`src/rtl/gol_pkg.sv`:
```
// Shared constants and types for the 20x20 Game-of-Life engine with VGA output.
package gol_pkg;

  // Default grid side, in cells
  localparam int GRID_N_DEF = 20;

  // 640x480@60 timing, in pixel ticks (horizontal) and lines (vertical)
  localparam int H_VIS   = 640;
  localparam int H_FP    = 16;
  localparam int H_SYNC  = 96;
  localparam int H_BP    = 48;
  localparam int H_TOTAL = H_VIS + H_FP + H_SYNC + H_BP;
  localparam int V_VIS   = 480;
  localparam int V_FP    = 10;
  localparam int V_SYNC  = 2;
  localparam int V_BP    = 33;
  localparam int V_TOTAL = V_VIS + V_FP + V_SYNC + V_BP;

  // Counter width and counter-width versions of the timing points
  localparam int CW = 10;
  localparam logic [CW-1:0] H_VIS_END  = CW'(H_VIS);
  localparam logic [CW-1:0] H_SYNC_BEG = CW'(H_VIS + H_FP);
  localparam logic [CW-1:0] H_SYNC_END = CW'(H_VIS + H_FP + H_SYNC);
  localparam logic [CW-1:0] H_LAST     = CW'(H_TOTAL - 1);
  localparam logic [CW-1:0] V_VIS_END  = CW'(V_VIS);
  localparam logic [CW-1:0] V_SYNC_BEG = CW'(V_VIS + V_FP);
  localparam logic [CW-1:0] V_SYNC_END = CW'(V_VIS + V_FP + V_SYNC);
  localparam logic [CW-1:0] V_LAST     = CW'(V_TOTAL - 1);

  // Top-left screen pixel of the grid window
  localparam logic [CW-1:0] GRID_X0 = CW'(160);
  localparam logic [CW-1:0] GRID_Y0 = CW'(80);

  typedef struct packed {
    logic [3:0] r;
    logic [3:0] g;
    logic [3:0] b;
  } rgb_t;

  localparam rgb_t RGB_LIVE = 12'hFFF;
  localparam rgb_t RGB_DEAD = 12'h002;
  localparam rgb_t RGB_OFF  = 12'h000;

  // grid[row][col]
  typedef logic [GRID_N_DEF-1:0][GRID_N_DEF-1:0] grid_t;

  // Power-on pattern: a glider in the top-left corner and a horizontal blinker
  function automatic grid_t seed_grid();
    grid_t g;
    g = '0;
    g[0][1]   = 1'b1;
    g[1][2]   = 1'b1;
    g[2][0]   = 1'b1;
    g[2][1]   = 1'b1;
    g[2][2]   = 1'b1;
    g[10][9]  = 1'b1;
    g[10][10] = 1'b1;
    g[10][11] = 1'b1;
    return g;
  endfunction

endpackage

```
`src/rtl/game_of_life_20_vga_timing.sv`:
```
// 640x480 raster generator: pixel-clock divider, h/v counters, raw sync and
// visible flags (combinational from the counters; the top registers them).
module vga_timing
  import gol_pkg::*;
#(
  parameter int PIX_DIV = 2
) (
  input  logic          i_clk,
  input  logic          i_rst,
  output logic [CW-1:0] o_hcnt,
  output logic [CW-1:0] o_vcnt,
  output logic          o_hsync,
  output logic          o_vsync,
  output logic          o_vis
);

  localparam int DW = (PIX_DIV > 1) ? $clog2(PIX_DIV) : 1;

  logic [DW-1:0] r_div;
  logic [CW-1:0] r_h, r_v;
  logic          w_tick;

  // With PIX_DIV=1 the divider sits at 0 and every clock is a tick
  assign w_tick = (r_div == DW'(PIX_DIV - 1));

  // Pixel-clock divider
  always_ff @(posedge i_clk) begin
    if (i_rst || w_tick) r_div <= '0;
    else                 r_div <= r_div + 1'b1;
  end

  // Raster position; line counter moves when the pixel counter wraps
  always_ff @(posedge i_clk) begin
    if (i_rst) begin
      r_h <= '0;
      r_v <= '0;
    end else if (w_tick) begin
      if (r_h == H_LAST) begin
        r_h <= '0;
        r_v <= (r_v == V_LAST) ? '0 : r_v + 1'b1;
      end else begin
        r_h <= r_h + 1'b1;
      end
    end
  end

  assign o_hcnt  = r_h;
  assign o_vcnt  = r_v;
  assign o_hsync = !((r_h >= H_SYNC_BEG) && (r_h < H_SYNC_END));
  assign o_vsync = !((r_v >= V_SYNC_BEG) && (r_v < V_SYNC_END));
  assign o_vis   = (r_h < H_VIS_END) && (r_v < V_VIS_END);

endmodule

```
`src/rtl/game_of_life_20.sv`:
```
// 20x20 Game-of-Life engine with a 640x480 VGA renderer.
// Optional feature macro GOL_WRAP_EN: toroidal neighbourhood (default: cells
// beyond the edge are dead).
module game_of_life_20
  import gol_pkg::*;
#(
  parameter int GRID_N     = GRID_N_DEF,
  parameter int GEN_PERIOD = 25_000_000,
  parameter int PIX_DIV    = 2,
  parameter int CELL_PX    = 16
) (
  input  logic       clk,
  input  logic       rst,
  input  logic       load,
  output logic       hsync_out,
  output logic       vsync_out,
  output logic [3:0] red,
  output logic [3:0] green,
  output logic [3:0] blue
);

  localparam int GW = (GEN_PERIOD > 1) ? $clog2(GEN_PERIOD) : 1;
  localparam int IW = $clog2(GRID_N);
  localparam logic [CW-1:0] WIN_X1 = CW'(int'(GRID_X0) + GRID_N * CELL_PX);
  localparam logic [CW-1:0] WIN_Y1 = CW'(int'(GRID_Y0) + GRID_N * CELL_PX);

`ifdef GOL_WRAP_EN
  localparam bit WRAP = 1'b1;
`else
  localparam bit WRAP = 1'b0;
`endif

  logic [GRID_N-1:0][GRID_N-1:0] r_grid, w_next;
  logic [GRID_N+1:0][GRID_N+1:0] w_pad;
  logic [GW-1:0]                 r_gen;
  logic                          w_step;
  logic [CW-1:0]                 w_hcnt, w_vcnt, w_dx, w_dy;
  logic                          w_hs, w_vs, w_vis, w_in_win, w_live;
  logic [IW-1:0]                 w_row, w_col;
  rgb_t                          w_rgb;

  // Grid framed by a one-cell border: dead, or the opposite edge when wrapping.
  // Border index 0 / GRID_N+1 maps to grid row/col GRID_N-1 / 0.
  for (genvar pr = 0; pr < GRID_N + 2; pr++) begin : g_pr
    for (genvar pc = 0; pc < GRID_N + 2; pc++) begin : g_pc
      localparam int SR = (pr + GRID_N - 1) % GRID_N;
      localparam int SC = (pc + GRID_N - 1) % GRID_N;
      if (WRAP || (pr >= 1 && pr <= GRID_N && pc >= 1 && pc <= GRID_N)) begin : g_src
        assign w_pad[pr][pc] = r_grid[SR][SC];
      end else begin : g_dead
        assign w_pad[pr][pc] = 1'b0;
      end
    end
  end

  // Per-cell neighbour count and birth/survival rule, all cells in parallel
  for (genvar r = 0; r < GRID_N; r++) begin : g_row
    for (genvar c = 0; c < GRID_N; c++) begin : g_col
      logic [3:0] w_cnt;
      assign w_cnt = 4'(w_pad[r][c])   + 4'(w_pad[r][c+1])   + 4'(w_pad[r][c+2])
                   + 4'(w_pad[r+1][c])                       + 4'(w_pad[r+1][c+2])
                   + 4'(w_pad[r+2][c]) + 4'(w_pad[r+2][c+1]) + 4'(w_pad[r+2][c+2]);
      assign w_next[r][c] = (w_cnt == 4'd3) || (r_grid[r][c] && (w_cnt == 4'd2));
    end
  end

  assign w_step = (r_gen == GW'(GEN_PERIOD - 1));

  // Grid state and generation timer; load wins over a coincident step
  always_ff @(posedge clk) begin
    if (rst) begin
      r_grid <= '0;
      r_gen  <= '0;
    end else if (load) begin
      r_grid <= seed_grid();
      r_gen  <= '0;
    end else if (w_step) begin
      r_grid <= w_next;
      r_gen  <= '0;
    end else begin
      r_gen  <= r_gen + 1'b1;
    end
  end

  vga_timing #(.PIX_DIV(PIX_DIV)) u_vga (
    .i_clk  (clk),
    .i_rst  (rst),
    .o_hcnt (w_hcnt),
    .o_vcnt (w_vcnt),
    .o_hsync(w_hs),
    .o_vsync(w_vs),
    .o_vis  (w_vis)
  );

  // Screen position to cell; only meaningful while inside the window
  assign w_in_win = w_vis && (w_hcnt >= GRID_X0) && (w_hcnt < WIN_X1)
                          && (w_vcnt >= GRID_Y0) && (w_vcnt < WIN_Y1);
  assign w_dx     = w_hcnt - GRID_X0;
  assign w_dy     = w_vcnt - GRID_Y0;
  assign w_col    = IW'(w_dx / CW'(CELL_PX));
  assign w_row    = IW'(w_dy / CW'(CELL_PX));
  assign w_live   = w_in_win && r_grid[w_row][w_col];

  // Pixel colour: white live cell, dim blue dead cell, black elsewhere
  always_comb begin
    w_rgb = RGB_OFF;
    if (w_in_win) w_rgb = w_live ? RGB_LIVE : RGB_DEAD;
  end

  // Sync and colour registered together, one clock behind the counters
  always_ff @(posedge clk) begin
    if (rst) begin
      hsync_out <= 1'b1;
      vsync_out <= 1'b1;
      red       <= '0;
      green     <= '0;
      blue      <= '0;
    end else begin
      hsync_out <= w_hs;
      vsync_out <= w_vs;
      red       <= w_rgb.r;
      green     <= w_rgb.g;
      blue      <= w_rgb.b;
    end
  end

endmodule

```
`config.mk`:
```
export PLATFORM = sky130hd
export DESIGN_NAME = game_of_life_20
export DESIGN_NICKNAME = d
export VERILOG_FILES = /design/src/rtl/gol_pkg.sv /design/src/rtl/game_of_life_20_vga_timing.sv /design/src/rtl/game_of_life_20.sv
export SDC_FILE = /design/constraint.sdc
export NUM_CORES = 2
export LEC_CHECK = 0
export CORE_MARGIN = 2
export CORE_UTILIZATION = 62
export CTS_BUF_LIST = sky130_fd_sc_hd__clkbuf_16
export DETAILED_ROUTE_END_ITERATION = 7
export PLACE_DENSITY = 0.83
export SLEW_MARGIN = 30
export SYNTH_ARGS = -nofsm -noshare
export SYNTH_HDL_FRONTEND = slang
export SYNTH_SLANG_ARGS = --single-unit
```
`constraint.sdc`:
```
create_clock -name clk -period 3.95 [get_ports clk]
set_input_delay 0.5925 -clock clk [delete_from_list [all_inputs] [get_ports clk]]
set_output_delay 0.5925 -clock clk [all_outputs]
set_load 0.02 [all_outputs]
```
==> out/metrics.yaml <==
hold_path.class: "reg -> reg"
gp_congestion: 0.8835
r2r_end: "blue[2]$_SDFF_PP0_"
whs_endpoint: "r_gen[0]$_SDFF_PP0_"
p_int_mw: 7.838
seq_area_mm2: 0.009012
r2r_cells: 10
p_leak_nw: 42.03
portBuffers: 16
clockBufferDepth: 3
syn_inst: 7689
antenna_found_initial: 5
path_max_fanout: 10
nNetsFinal: 10140
status: "completed"
finalSetupViolCount: 0
areaGrowthSynthToFinish_pct: 5.327
yosysSeqAreaShare_pct: 12.08
cts_tree: "built"
fillCellCount: 8714
first_pass_iters: 5
cp-end-kind: "flop"
synth_adder_area_share_pct: 56.53
min_from: "r_gen[0]$_SDFF_PP0_"
p_switching_mw: 2.810
clkPwrFrac_pct: 54.3
clk_pin_slew_worst_paths_ns: 0.06
die_w_um: 350.9
synth_fp_nets: 10200
synth-simple-area-share_pct: 6.248
htreeDepth: 2
p_sw_share_pct: 26.39
grt_overflow: 0
final_hold_viol_count: 0
crit_arrival_ns: 4.41
wl_um: 167000
ys_types: 60
routedWlPerCell_um: 17.97
synth-edff-count: 0
slew_headroom_pct: 33.88
r2r_slack_ns: 0.16
vias_per_cell: 5.824
cellPowerDensity_mw_per_mm2: 135.5
maxCapViolations: 0
grt_max_degree: 145
placed_area_mm2: 0.07659
synth_top_area_cell: "fa_1"
rsz0062_at_grt: "false"
cts_setup_buffers: 0
design_area_mm2: 0.07857
slew_viol_final: 0
die_area_mm2: 0.1231
start_util_pct: 62.34
multi_input_area_mm2: 0.05756
ys.flop_type: "dfxtp_1"
p_comb_share_pct: 2.9
ant_nets: 0
synth_area_leaders: "fa_1 39%, ha_1 18%, dfxtp_1 12%"
std_cell_rows: 127
hold_depth: 1
fin_crit_sh_pct: 96.05
crit_required_ns: 4.57
cts_num_sinks: 450
cts_resized: 0
netlist_area_mm2: 0.07459
path_class: "reg -> reg"
worstMarginPinSlew_ns: 0.9873
critPathLaunchType: "flop"
finClkSkew_ns: 0.03296
grt.total_usage_pct: 28.73
ios: 17
drc: 0
syn_avg_cell_area_um2: 9.701
ir_drop_v: 0.0003490
grt_pass1_wl_um: 290000
synth_warnings: 0
hpwlAfterDp_um: 126000
postCtsHoldBufs: 0
root_buffer: "clkbuf_16"
seqPwrFrac_pct: 42.9
coreArea_mm2: 0.1197
die_h_um: 350.9
grt_pass1_vias: 59840
crit_start: "u_vga.o_vcnt[5]$_SDFFE_PP0P_"
async_flop_share_pct: 0
timing.rr.start: "u_vga.o_vcnt[5]$_SDFFE_PP0P_"
cts_made_buffers: 61
vias: 54140
synth_top_area_share_pct: 38.75
ys_ff_latch: 450
synth_compound_area_share_pct: 10.37
max_freq_mhz: 263.6
setup_tns_ns: 0
clock_latency_ns: 0.71
min_period_ns: 3.794
synth_mux_area_share_pct: 3.415
synthXorXnorAreaFrac_pct: 0.5401
drtIter0Drc: 3949
drive_above_1_share_pct: 3.371
synth_top_family_by_area: "adder cells"
## cell usage after synthesis, drive strengths merged (3+ instances only)
master	n
a21oi	1122
a31oi	5
xnor2	14
nor4	5
inv	1917
nor2	103
buf	44
mux2i	25
nand2b	14
o221ai	4
clkbuf	146
xor2	29
a2111oi	14
ha	1060
nor3	392
fa	1444
nand3	337
mux4	102
and3	5
nand2	55
nor3b	9
o22ai	5
or2	3
dfxtp	450
or3	4
nand4	9
a211oi	5
o21ai	334
nor2b	4
## cell type report
cell class | count | area share, %
repair buffers | 70 | 1.022
multi-input cells | 5130 | 73.26
flip-flops and latches | 450 | 11.47
well taps | 1612 | 2.567
inverters | 1919 | 9.168
clock inverters | 53 | 0.5653
clock buffers | 61 | 1.943
diodes | 1 | 0.003185
## worst max-delay path: stages, from the launching register on
cell and delay (ns):
dfxtp_1 0.41, inv_1 0.19, ha_1 0.40, nand2b_1 0.14, o2bb2ai_1 0.68, nor2b_1 0.77, a21boi_0 0.24, o221a_1 0.21
o41ai_2 0.27, nand3_1 0.16, a311oi_2 0.22
## flip-flops by register name, indices dropped and copies added (netlist names)
signal	count
u_vga.o_hcnt	10
blue	2
u_vga.r_div	1
r_gen	25
u_vga.o_vcnt	10
vsync_out	1
r_grid	400
hsync_out	1
## per-layer routing
| layer | share of wire, % | wire [um] | track usage [%] | vias up |
|---|---|---|---|---|
| met3 | 5.9 | 9883 | 4.156 | 369 |
| li1 | - | - | - | 24810 |
| met1 | 40 | 66550 | 36.19 | 27410 |
| met2 | 50 | 84310 | 49.87 | 1545 |
| met4 | 3.7 | 6259 | 11.51 | 6 |
| met5 | 0.025 | 42 | 0 | - |
## cells by family (layout without fill, tap and decap cells)
| kind of cell | after synthesis | count (layout) |
|---|---|---|
| other cells | 0 | 1 |
| buf+inv | 2109 | 2103 |
| compound gates | 1507 | 1507 |
| xor+xnor | 43 | 43 |
| fa+ha+maj | 2504 | 2504 |
| flops | 450 | 450 |
| mux | 127 | 127 |
| simple gates | 949 | 949 |
## cell usage in the layout (no fill, tap or decap), types with 8 or more instances in the layout
| master | netlist | layout |
|---|---|---|
| inv_1 | 1917 | 1933 |
| fa_1 | 1444 | 1444 |
| a21oi_1 | 1122 | 1122 |
| ha_1 | 1060 | 1059 |
| dfxtp_1 | 450 | 449 |
| nor3_1 | 392 | 392 |
| nand3_1 | 337 | 336 |
| o21ai_0 | 332 | 332 |
| nor2_1 | 103 | 102 |
| mux4_2 | 102 | 102 |
| clkbuf_16 | 0 | 61 |
| nand2_1 | 55 | 55 |
| buf_4 | 22 | 35 |
| xor2_1 | 27 | 27 |
| mux2i_1 | 25 | 25 |
| buf_12 | 0 | 19 |
| clkdlybuf4s50_1 | 0 | 16 |
| nand2b_1 | 14 | 14 |
| xnor2_1 | 14 | 14 |
| a2111oi_0 | 13 | 13 |
| clkinv_1 | 2 | 11 |
| nand4_1 | 9 | 9 |
| nor3b_1 | 9 | 9 |
| clkinv_2 | 0 | 8 |
## stage by stage
| step | power [mW] | util [%] | setup WS [ns] | hold WS [ns] | std cells |
|---|---|---|---|---|---|
| detailed placement | 4.966 | 64.01 | 0.3503 | 0.4560 | 9181 |
| CTS | 10.73 | 65.66 | 0.3112 | 0.4706 | 9295 |
| global route | 10.91 | 65.66 | 0.01591 | 0.5175 | 9296 |
| finish | 10.65 | 65.66 | 0.1561 | 0.4734 | 9296 |
| global placement | 4.955 | 64.01 | 0.4594 | 0.4399 | 9181 |
| floorplan | 4.868 | - | 0.4841 | 0.4034 | 7689 |
## worst max-delay path by stage
stage,to,slack [ns],cells past startpoint
2_1_floorplan,blue[2]$_SDFF_PP0_,0.48,16
3_3_place_gp,r_grid[209]$_SDFFE_PP0P_,0.46,13
3_5_place_dp,blue[2]$_SDFF_PP0_,0.35,10
4_1_cts,blue[2]$_SDFF_PP0_,0.31,10
5_1_grt,blue[2]$_SDFF_PP0_,0.02,10
6_report,blue[2]$_SDFF_PP0_,0.16,10
## power by group through the flow
stage	logic [mW]	clock network, mW	registers (mW)
after CTS	0.304	5.86	4.56
after detailed placement	0.300	0	4.67
after global routing	0.343	6.01	4.56
final	0.306	5.78	4.56
after global placement	0.290	0	4.66
after floorplan	0.206	0	4.66
(Power assumes the default switching activity.)
